## config.mk

```make
export PLATFORM = sky130hd
export DESIGN_NAME = uart_tx_arbiter
export DESIGN_NICKNAME = d
export VERILOG_FILES = /design/src/rtl/uart_tx_arbiter.sv
export SDC_FILE = /design/constraint.sdc
export NUM_CORES = 1
export LEC_CHECK = 0
export CORE_ASPECT_RATIO = 0.8
export CORE_MARGIN = 4
export CORE_UTILIZATION = 44
export CTS_BUF_LIST = sky130_fd_sc_hd__clkbuf_16
export DETAILED_ROUTE_END_ITERATION = 6
export MAX_ROUTING_LAYER = met4
export PLACE_DENSITY = 0.81
export SYNTH_ARGS = -nofsm -noshare
export SYNTH_HDL_FRONTEND = slang
export SYNTH_SLANG_ARGS = --single-unit
```

## constraint.sdc

```tcl
create_clock -name clk -period 3.55 [get_ports clk]
set_input_delay 0.71 -clock clk [delete_from_list [all_inputs] [get_ports clk]]
set_output_delay 0.71 -clock clk [all_outputs]
set_load 0.01 [all_outputs]
```

## src/rtl/uart_tx_arbiter.sv

```systemverilog
// Round-robin arbiter sharing one UART TX byte channel between NREQ requesters, with message locking.
// Optional grant revocation on requester stall is built when UART_ARB_TIMEOUT_EN is defined.
module uart_tx_arbiter #(
    parameter int NREQ           = 3,
    parameter int TIMEOUT_CYCLES = 1024
) (
    input  logic              clk,
    input  logic              rst_n,
    input  logic [NREQ-1:0]   req_valid_i,
    input  logic [NREQ*8-1:0] req_data_i,
    input  logic [NREQ-1:0]   req_last_i,
    output logic [NREQ-1:0]   req_ready_o,
    output logic [7:0]        tx_d_o,
    output logic              tx_d_valid_o,
    input  logic              tx_ready_i,
    output logic [NREQ-1:0]   grant_o,
    output logic              busy_o,
    output logic              timeout_o
);

    localparam int IW = (NREQ > 1) ? $clog2(NREQ) : 1;

    localparam logic [0:0] ARB_IDLE = 1'b0;
    localparam logic [0:0] ARB_LOCK = 1'b1;

    logic [0:0]      state_reg, state_next;
    logic [IW-1:0]   ptr_reg, ptr_next;
    logic [IW-1:0]   owner_reg, owner_next;
    logic [NREQ-1:0] grant_reg, grant_next;
    logic [7:0]      tx_d_reg, tx_d_next;
    logic            tx_v_reg, tx_v_next;

    logic            hit;
    logic [IW-1:0]   hit_idx;
    logic [IW:0]     sum;
    logic [IW-1:0]   owner_inc;
    logic            owner_valid;
    logic            owner_last;
    logic [7:0]      owner_data;
    logic            accept;

    // Rotating priority search: iterate from the farthest offset down so the
    // nearest requester at or after the pointer wins.
    always_comb begin
        hit     = 1'b0;
        hit_idx = '0;
        sum     = '0;
        for (int k = NREQ - 1; k >= 0; k--) begin
            sum = {1'b0, ptr_reg} + (IW+1)'(k);
            if (sum >= (IW+1)'(NREQ)) begin
                sum = sum - (IW+1)'(NREQ);
            end
            if (req_valid_i[sum[IW-1:0]]) begin
                hit     = 1'b1;
                hit_idx = sum[IW-1:0];
            end
        end
    end

    assign owner_inc   = (owner_reg == IW'(NREQ - 1)) ? '0 : owner_reg + 1'b1;
    assign owner_valid = req_valid_i[owner_reg];
    assign owner_last  = req_last_i[owner_reg];
    assign owner_data  = req_data_i[{owner_reg, 3'b000} +: 8];

    // A byte is taken when the output register is empty or draining this cycle.
    assign accept      = (state_reg == ARB_LOCK) && owner_valid && (!tx_v_reg || tx_ready_i);
    assign req_ready_o = accept ? grant_reg : '0;

`ifdef UART_ARB_TIMEOUT_EN
    logic [15:0] stall_reg, stall_next;
    logic [15:0] stall_inc;
    logic        timeout_reg, timeout_next;
    logic        revoke;

    assign stall_inc = stall_reg + 16'd1;
    assign revoke    = (state_reg == ARB_LOCK) && !owner_valid && (stall_inc == 16'(TIMEOUT_CYCLES));

    always_comb begin
        stall_next   = '0;
        timeout_next = revoke;
        if (state_reg == ARB_LOCK && !accept && !owner_valid && !revoke) begin
            stall_next = stall_inc;
        end
    end

    always_ff @(posedge clk) begin
        if (!rst_n) begin
            stall_reg   <= '0;
            timeout_reg <= 1'b0;
        end else begin
            stall_reg   <= stall_next;
            timeout_reg <= timeout_next;
        end
    end

    assign timeout_o = timeout_reg;
`else
    logic revoke;

    assign revoke    = 1'b0;
    assign timeout_o = 1'b0;
`endif

    always_comb begin
        state_next = state_reg;
        ptr_next   = ptr_reg;
        owner_next = owner_reg;
        grant_next = grant_reg;
        tx_d_next  = tx_d_reg;
        tx_v_next  = tx_v_reg;

        case (state_reg)
            ARB_IDLE: begin
                if (hit) begin
                    state_next = ARB_LOCK;
                    owner_next = hit_idx;
                    grant_next = NREQ'(1) << hit_idx;
                end
            end
            ARB_LOCK: begin
                if ((accept && owner_last) || revoke) begin
                    state_next = ARB_IDLE;
                    ptr_next   = owner_inc;
                    grant_next = '0;
                end
            end
            default: begin
                state_next = ARB_IDLE;
                grant_next = '0;
            end
        endcase

        // Output register drains independently of the arbitration state.
        if (accept) begin
            tx_d_next = owner_data;
            tx_v_next = 1'b1;
        end else if (tx_ready_i) begin
            tx_v_next = 1'b0;
        end
    end

    always_ff @(posedge clk) begin
        if (!rst_n) begin
            state_reg <= ARB_IDLE;
            ptr_reg   <= '0;
            owner_reg <= '0;
            grant_reg <= '0;
            tx_d_reg  <= '0;
            tx_v_reg  <= 1'b0;
        end else begin
            state_reg <= state_next;
            ptr_reg   <= ptr_next;
            owner_reg <= owner_next;
            grant_reg <= grant_next;
            tx_d_reg  <= tx_d_next;
            tx_v_reg  <= tx_v_next;
        end
    end

    assign tx_d_o       = tx_d_reg;
    assign tx_d_valid_o = tx_v_reg;
    assign grant_o      = grant_reg;
    assign busy_o       = (state_reg == ARB_LOCK);

endmodule

```

==> results.md, run 1 <==
* Result of the run: completed
* Final estimated routing congestion in global placement at 0.893
* Fraction of final layout cells with drive strength greater than 1 at 0.0595
* Destination of the worst register-to-register timing path: ptr_reg[0]
* Pin slew with the least headroom to its limit at 0.655 ns
* Final-stage net count at 205
* Hold violation count in the final report at 0
* Total routed wirelength at 3020 um
* TritonRoute pass-1 iters at 4
* Width of the die at 63.4 um
* Power density normalized to cell area at 371 nW/um^2
* Mapped Area at 1080 sq um
* Critical path class: in -> out
* Adder-cell share of the synthesized area at 0.0348
* Period utilization at 0.892
* Clock transition at the registers of the reported paths at 0.05 ns
* Summed negative setup slack over all endpoints at 0 ns
* CTS Hold Bufs at 0
* Average routed wire per standard cell at 15.7 um
* Reg-to-reg setup timing slack at 1.67 ns
* Worst Hold Path Cells at 2
* Cts repair resizes at 0
* Total number of vias at 1093
* Maximum operating frequency at 316 MHz
* Drt via density at 5.66
* Vias in the first global route at 1015
* Post-CTS Setup Inserts at 0
* First-iteration detailed-routing DRC count at 42
* Max-slew violation total from the final report at 0
* Max FO, Critical Path at 7
* Min-Delay Startpoint: grant_o[2]
* Proportion of power drawn by combinational gates at 0.279
* Register share of total power at 0.366
* Buffer type at the clock tree root: clkbuf_16
* Share of total power consumed by net switching at 0.254
* Mux cell area share after synthesis at 0.121
* Number of synthesized register bits at 17
* Residual antenna-violating net count after detailed routing at 0
* Tightest hold margin at 0.484 ns
* Placeable Area at 2250 sq um
* Register area share after synthesis at 0.315
* CTS tree: yes
* Startpoint of the worst-slack reg-to-reg timing path: owner_reg[1]
* Utilization after layout at 0.733
* Initial standard-cell utilization of the core at 0.479
* Number of warning messages in the yosys log at 0
* Row count at 15
* Static leakage at 0.673 nW
* Grt ovf at 0
* Pin count of the biggest net entering global routing at 21
* Synth cell types at 34
* Psw at 156 uW
* Area share of and/or/nand/nor cells after synthesis at 0.211
* GRT Overall Usage at 0.201
* Finish-stage setup viols at 0
* Hold-critical path endpoint: grant_o[2]
* Clk Latency, worst-skew pair at 0.24 ns
* Area overhead of the layout relative to synthesis at 53.0%
* Flip-flop count of the largest register after layout at 8
* R2R cell count at 6
* I/O Buffers at 48
* Worst hold-check path type: reg -> reg
* Main combinational cell family by area after synthesis: compound AO/OA/AOI/OAI gates
* Crit path launch type: primary input
* Number of sinks handled by clock tree synthesis at 17
* Antenna diode count at 0
* Area enclosed by the die boundary at 3320 sq um
* Wire length of the first global-routing pass at 5030 um
* Post-DP HPWL at 2320 um
* Xor and xnor fraction of the mapped netlist area at 0
* Drt drc at 0
* Die height at 52.3 um
* Total of max-cap violations at 0
* Internal Pwr Total at 457 uW
* Final setup skew at 0.00406 ns
* Required @ worst endpoint at 2.84 ns
* Endpoint kind of the worst setup timing path: output port
* Power share of the clock group at 0.355
* Longest Clk Path Bufs at 2
* Minimum clock period after layout at 3.17 ns
* Initial antenna violation count at 0
* Number of nets in the synthesized netlist at 157
* Remaining max-slew budget at the tightest pin at 0.562
* Area fraction in compound gates after synthesis at 0.267
* Largest vdd supply drop at 316 uV
* Mean instance size in the synthesized netlist at 8.92 sq um
* Data arrival, critical path at 2.46 ns
* Setup repair after global routing missed its margin: no
* Number of buffers created by CTS at 3
* # IOs at 50
* Synth Instances at 121
* Deepest level of the CTS H-tree at 1
worst max-delay path: stages:
cell	delay, ns
clkdlybuf4s50_1	0.59
mux2i_1	0.11
o21a_2	0.25
nor2_4	0.12
and2_1	0.14
clkdlybuf4s50_1	0.53
how the worst max path moves through the flow:
stage                         from        endpoint  slack [ns]  depth (start not counted)
floorplan           req_valid_i[1]  req_ready_o[0]        1.31                          5
global placement    req_valid_i[1]  req_ready_o[1]        0.44                          6
detailed placement  req_valid_i[1]  req_ready_o[2]        0.39                          6
CTS                 req_valid_i[1]  req_ready_o[2]        0.38                          6
global route        req_valid_i[1]  req_ready_o[1]        0.30                          6
finish              req_valid_i[1]  req_ready_o[2]        0.38                          6
routing by layer:
layer | up-vias | routed length, um | part of all wire | GRT usage
li1 | 536 | - | - | -
met1 | 522 | 1360 | 0.45 | 0.257
met2 | 31 | 1460 | 0.48 | 0.312
met3 | 4 | 167 | 0.055 | 0.0622
met4 | 0 | 28 | 0.0093 | 0.0466
met5 | - | 0 | 0 | -
cell usage after synthesis (all sizes together):
| cell type | instances | area (sq um) |
|---|---|---|
| a21bo | 1 | 10.0 |
| a21boi | 2 | 15.0 |
| a21oi | 2 | 13.8 |
| a221oi | 2 | 17.5 |
| a2bb2oi | 2 | 17.5 |
| a32o | 1 | 10.0 |
| and2 | 5 | 31.3 |
| buf | 5 | 30.0 |
| clkbuf | 3 | 11.3 |
| conb | 1 | 3.75 |
| dfxtp | 17 | 340 |
| ha | 3 | 37.5 |
| inv | 3 | 11.3 |
| mux2i | 13 | 130 |
| nand2 | 16 | 60.1 |
| nand2b | 7 | 43.8 |
| nand3 | 2 | 10.0 |
| nand3b | 1 | 7.51 |
| nand4bb | 1 | 11.3 |
| nor2 | 4 | 22.5 |
| nor2b | 4 | 25.0 |
| nor3 | 1 | 16.3 |
| o211a | 8 | 80.1 |
| o211ai | 8 | 60.1 |
| o21a | 2 | 16.3 |
| o21ai | 3 | 15.0 |
| o311a | 1 | 10.0 |
| o31ai | 3 | 22.5 |
logic make-up after synthesis:
logic type	after synthesis
AO/OA/AOI/OAI	35
adder cells (fa/ha/maj)	3
buffers and inverters	11
flip-flops	17
multiplexers	13
other	1
AND/OR/NAND/NOR	41
power groups by stage:
stage               clock network [mW]  registers [mW]  logic, mW
floorplan                            0           0.230     0.0824
global placement                     0           0.226      0.167
detailed placement                   0           0.228      0.171
CTS                              0.223           0.224      0.172
global route                     0.234           0.226      0.186
finish                           0.218           0.224      0.171
metrics by stage:
stage / instance area, sq um / cells / setup WS (ns) / power, mW
2_1_floorplan: 1080 / 121 / 1.31 / 0.312
3_3_place_gp: 1570 / 189 / 0.439 / 0.393
3_5_place_dp: 1570 / 189 / 0.395 / 0.398
4_1_cts: 1650 / 193 / 0.380 / 0.619
5_1_grt: 1650 / 193 / 0.297 / 0.646
6_report: 1650 / 193 / 0.383 / 0.613
cells in the final DEF, fill, tap and decap left out, drive strengths merged, types with 4 or more instances in the layout:
cell type	Yosys	final
inv	3	4
mux2i	13	13
nor2b	4	4
dfxtp	17	17
and2	5	5
nor2	4	4
clkdlybuf4s50	0	48
o211a	8	8
nand2b	7	7
o211ai	8	8
nand2	16	16
layout make-up:
type                       instances  area (sq um)
clock buffer                       3          75.1
multi-input combinational         93           687
tap                               25          31.3
inverter                           3          11.3
clock inverter                     1          3.75
timing repair buffer              51           503
sequential                        17           340
fill                             182           601
Power figures use the tool's default switching activity.
==> run 2, diff against run 1 <==
--- a/config.mk
+++ b/config.mk
@@ -6,9 +6,10 @@
 export NUM_CORES = 1
 export LEC_CHECK = 0
 export CORE_ASPECT_RATIO = 0.8
-export CORE_MARGIN = 4
+export CORE_MARGIN = 10
 export CORE_UTILIZATION = 44
 export CTS_BUF_LIST = sky130_fd_sc_hd__clkbuf_16
+export CTS_CLUSTER_SIZE = 30
 export DETAILED_ROUTE_END_ITERATION = 6
 export MAX_ROUTING_LAYER = met4
 export PLACE_DENSITY = 0.81
==> constraint.sdc (replaced) <==
create_clock -name clk -period 3.7 [get_ports clk]
set_input_delay 0.74 -clock clk [delete_from_list [all_inputs] [get_ports clk]]
set_output_delay 0.74 -clock clk [all_outputs]
set_load 0.01 [all_outputs]
==> results.md, run 2 (same netlist as run 1, synthesis figures left out) <==
* Result of the run: completed
* Worst stage delay on the critical path at 0.59 ns (about the same)
* Width of the die at 75.4 um (+19%)
* Cts repair resizes at 0 (unchanged)
* CP cell instances: clkdlybuf4s50_1 > mux2i_1 > o21a_2 > nor2_4 > and2_1 > clkdlybuf4s50_1
* Post-DP HPWL at 2780 um (+20%)
* Most frequent cell on the critical path: clkdlybuf4s50_1
* Bufs and invs on worst path at 2 (unchanged)
* Critical path class: in -> out
* Max FO, Critical Path at 7 (unchanged)
* Finish-stage setup viols at 0 (unchanged)
* Fill count at 187 (+2.7%)
* Worst hold-check path type: reg -> reg
* Final total power at 595 uW (-3.0%)
* Die height at 64.3 um (+23%)
* Reg-to-reg setup timing slack at 1.47 ns (-0.20 ns)
* Longest Clk Path Bufs at 2 (unchanged)
* Antenna diode count at 0 (unchanged)
* Clock transition at the registers of the reported paths at 0.05 ns (about the same)
* Flip-flop count of the largest register after layout at 8 (unchanged)
* Drt via density at 5.64 (-0.49%)
* Data arrival, critical path at 2.46 ns (about the same)
* Minimum clock period after layout at 3.20 ns
* Number of sinks handled by clock tree synthesis at 17 (unchanged)
* Leading cell type in the layout, fill and taps excluded: clkdlybuf4s50_1
* Hold violation count in the final report at 0 (unchanged)
* Endpoint kind of the worst setup timing path: output port
* Row count at 15 (unchanged)
* Area enclosed by the die boundary at 4850 sq um (+46%)
* Buffer type at the clock tree root: clkbuf_16
* Setup ws final at 0.496 ns (+0.113 ns)
* Placement Cell Area at 1570 sq um (-0.48%)
* Deepest level of the CTS H-tree at 1 (unchanged)
* Remaining max-slew budget at the tightest pin at 0.537 (-0.0245)
* Summed negative setup slack over all endpoints at 0 ns (unchanged)
* TritonRoute pass-1 iters at 4 (unchanged)
* Fraction of final layout cells with drive strength greater than 1 at 0.0539 (-0.00563)
* Post-CTS Setup Inserts at 0 (unchanged)
* CTS tree: yes
* GRT Overall Usage at 0.149 (-0.0514)
* Pin slew with the least headroom to its limit at 0.692 ns (+0.0367 ns)
* # IOs at 50 (unchanged)
* Largest vdd supply drop at 311 uV (-1.6%)
* Drt drc at 0 (unchanged)
* Initial antenna violation count at 0 (unchanged)
* Total of max-cap violations at 0 (unchanged)
* Average routed wire per standard cell at 18.2 um (+16%)
* Final estimated routing congestion in global placement at 0.939 (+5.1%)
* Setup repair after global routing missed its margin: no
* Static leakage at 0.668 nW (-0.80%)
* Max-slew violation total from the final report at 0 (unchanged)
* Number of buffers created by CTS at 3 (unchanged)
* Crit path launch type: primary input
* Vias in the first global route at 1105 (+8.9%)
* Tightest hold margin at 0.478 ns (-0.00600 ns)
* Total number of vias at 1082 (-1.0%)
* CTS Hold Bufs at 0 (unchanged)
* Maximum operating frequency at 312 MHz
* Grt ovf at 0 (unchanged)
* Required @ worst endpoint at 2.96 ns (+0.12 ns)
* Critical-path cell with the highest stage delay: clkdlybuf4s50_1
* CP top delay family: buffers and inverters
* Area overhead of the layout relative to synthesis at 52.3%
* Initial standard-cell utilization of the core at 0.479 (unchanged)
* Final-stage net count at 204 (-0.49%)
* Placed Instances at 188 (-0.53%)
* Placeable Area at 2250 sq um (unchanged)
* Most used cells in the layout excluding fill and tap cells: clkdlybuf4s50_1 (48), dfxtp_1 (17), nand2_1 (16)
* Utilization after layout at 0.730 (-0.00333)
* Post-Layout Cell Count at 192 (-0.52%)
* First-iteration detailed-routing DRC count at 60 (+43%)
* Pin count of the biggest net entering global routing at 21 (unchanged)
* Total routed wirelength at 3500 um (+16%)
* Power density normalized to cell area at 362 nW/um^2 (-2.5%)
* Clk Latency, worst-skew pair at 0.25 ns (about the same)
* Residual antenna-violating net count after detailed routing at 0 (unchanged)
* Final setup skew at 0.00184 ns (-0.00222 ns)
* Fin area at 1640 sq um (-0.45%)
* Post-placement setup slack at 0.478 ns (+0.0832 ns)
* Period utilization at 0.866
* Wire length of the first global-routing pass at 5510 um (+9.6%)
* I/O Buffers at 48 (unchanged)
[run 2: path summary, 6_finish.rpt]
kind | from | end | cells past startpoint
max | req_valid_i[1] | req_ready_o[1] | 6
min | grant_o[0] | grant_o[0] | 2
max reg2reg | owner_reg[1] | ptr_reg[1] | 5
min reg2reg | grant_o[0] | grant_o[0] | 2
[run 2: area by class of cell]
type | instances | area [sq um] | share of cell area
clock inverters | 1 | 3.75 | 0.00228
multi-input cells | 93 | 687 | 0.418
inverters | 3 | 11.3 | 0.00685
clock buffers | 3 | 75.1 | 0.0457
flip-flops and latches | 17 | 340 | 0.207
well taps | 25 | 31.3 | 0.0190
repair buffers | 50 | 495 | 0.301
[run 2: tightest hold or removal path, cell delays in order (launching register included)]
cell and delay (ns):
dfxtp_1 0.31, nand2_1 0.06, o31ai_1 0.06
[run 2: power by group]
part	total, mW	internal [mW]	leakage, nW	switching (mW)
Clock	0.214	0.143	0.0423	0.0704
Combinational	0.167	0.0945	0.486	0.0727
Sequential	0.214	0.200	0.139	0.0134
[run 2: per-layer routing]
metal	GRT usage	vias up	wire length, um
met5	-	-	0
met4	0.0255	0	42
met3	0.0509	4	227
met2	0.249	32	1730
met1	0.170	514	1490
li1	-	532	-
==> run 3, diff against run 2 <==
--- a/config.mk
+++ b/config.mk
@@ -5,6 +5,7 @@
 export SDC_FILE = /design/constraint.sdc
 export NUM_CORES = 1
 export LEC_CHECK = 0
+export CAP_MARGIN = 20
 export CORE_ASPECT_RATIO = 0.8
 export CORE_MARGIN = 10
 export CORE_UTILIZATION = 44
==> results of run 3 <==
The final DEF is identical to that of run 2; final timing and power are the same.
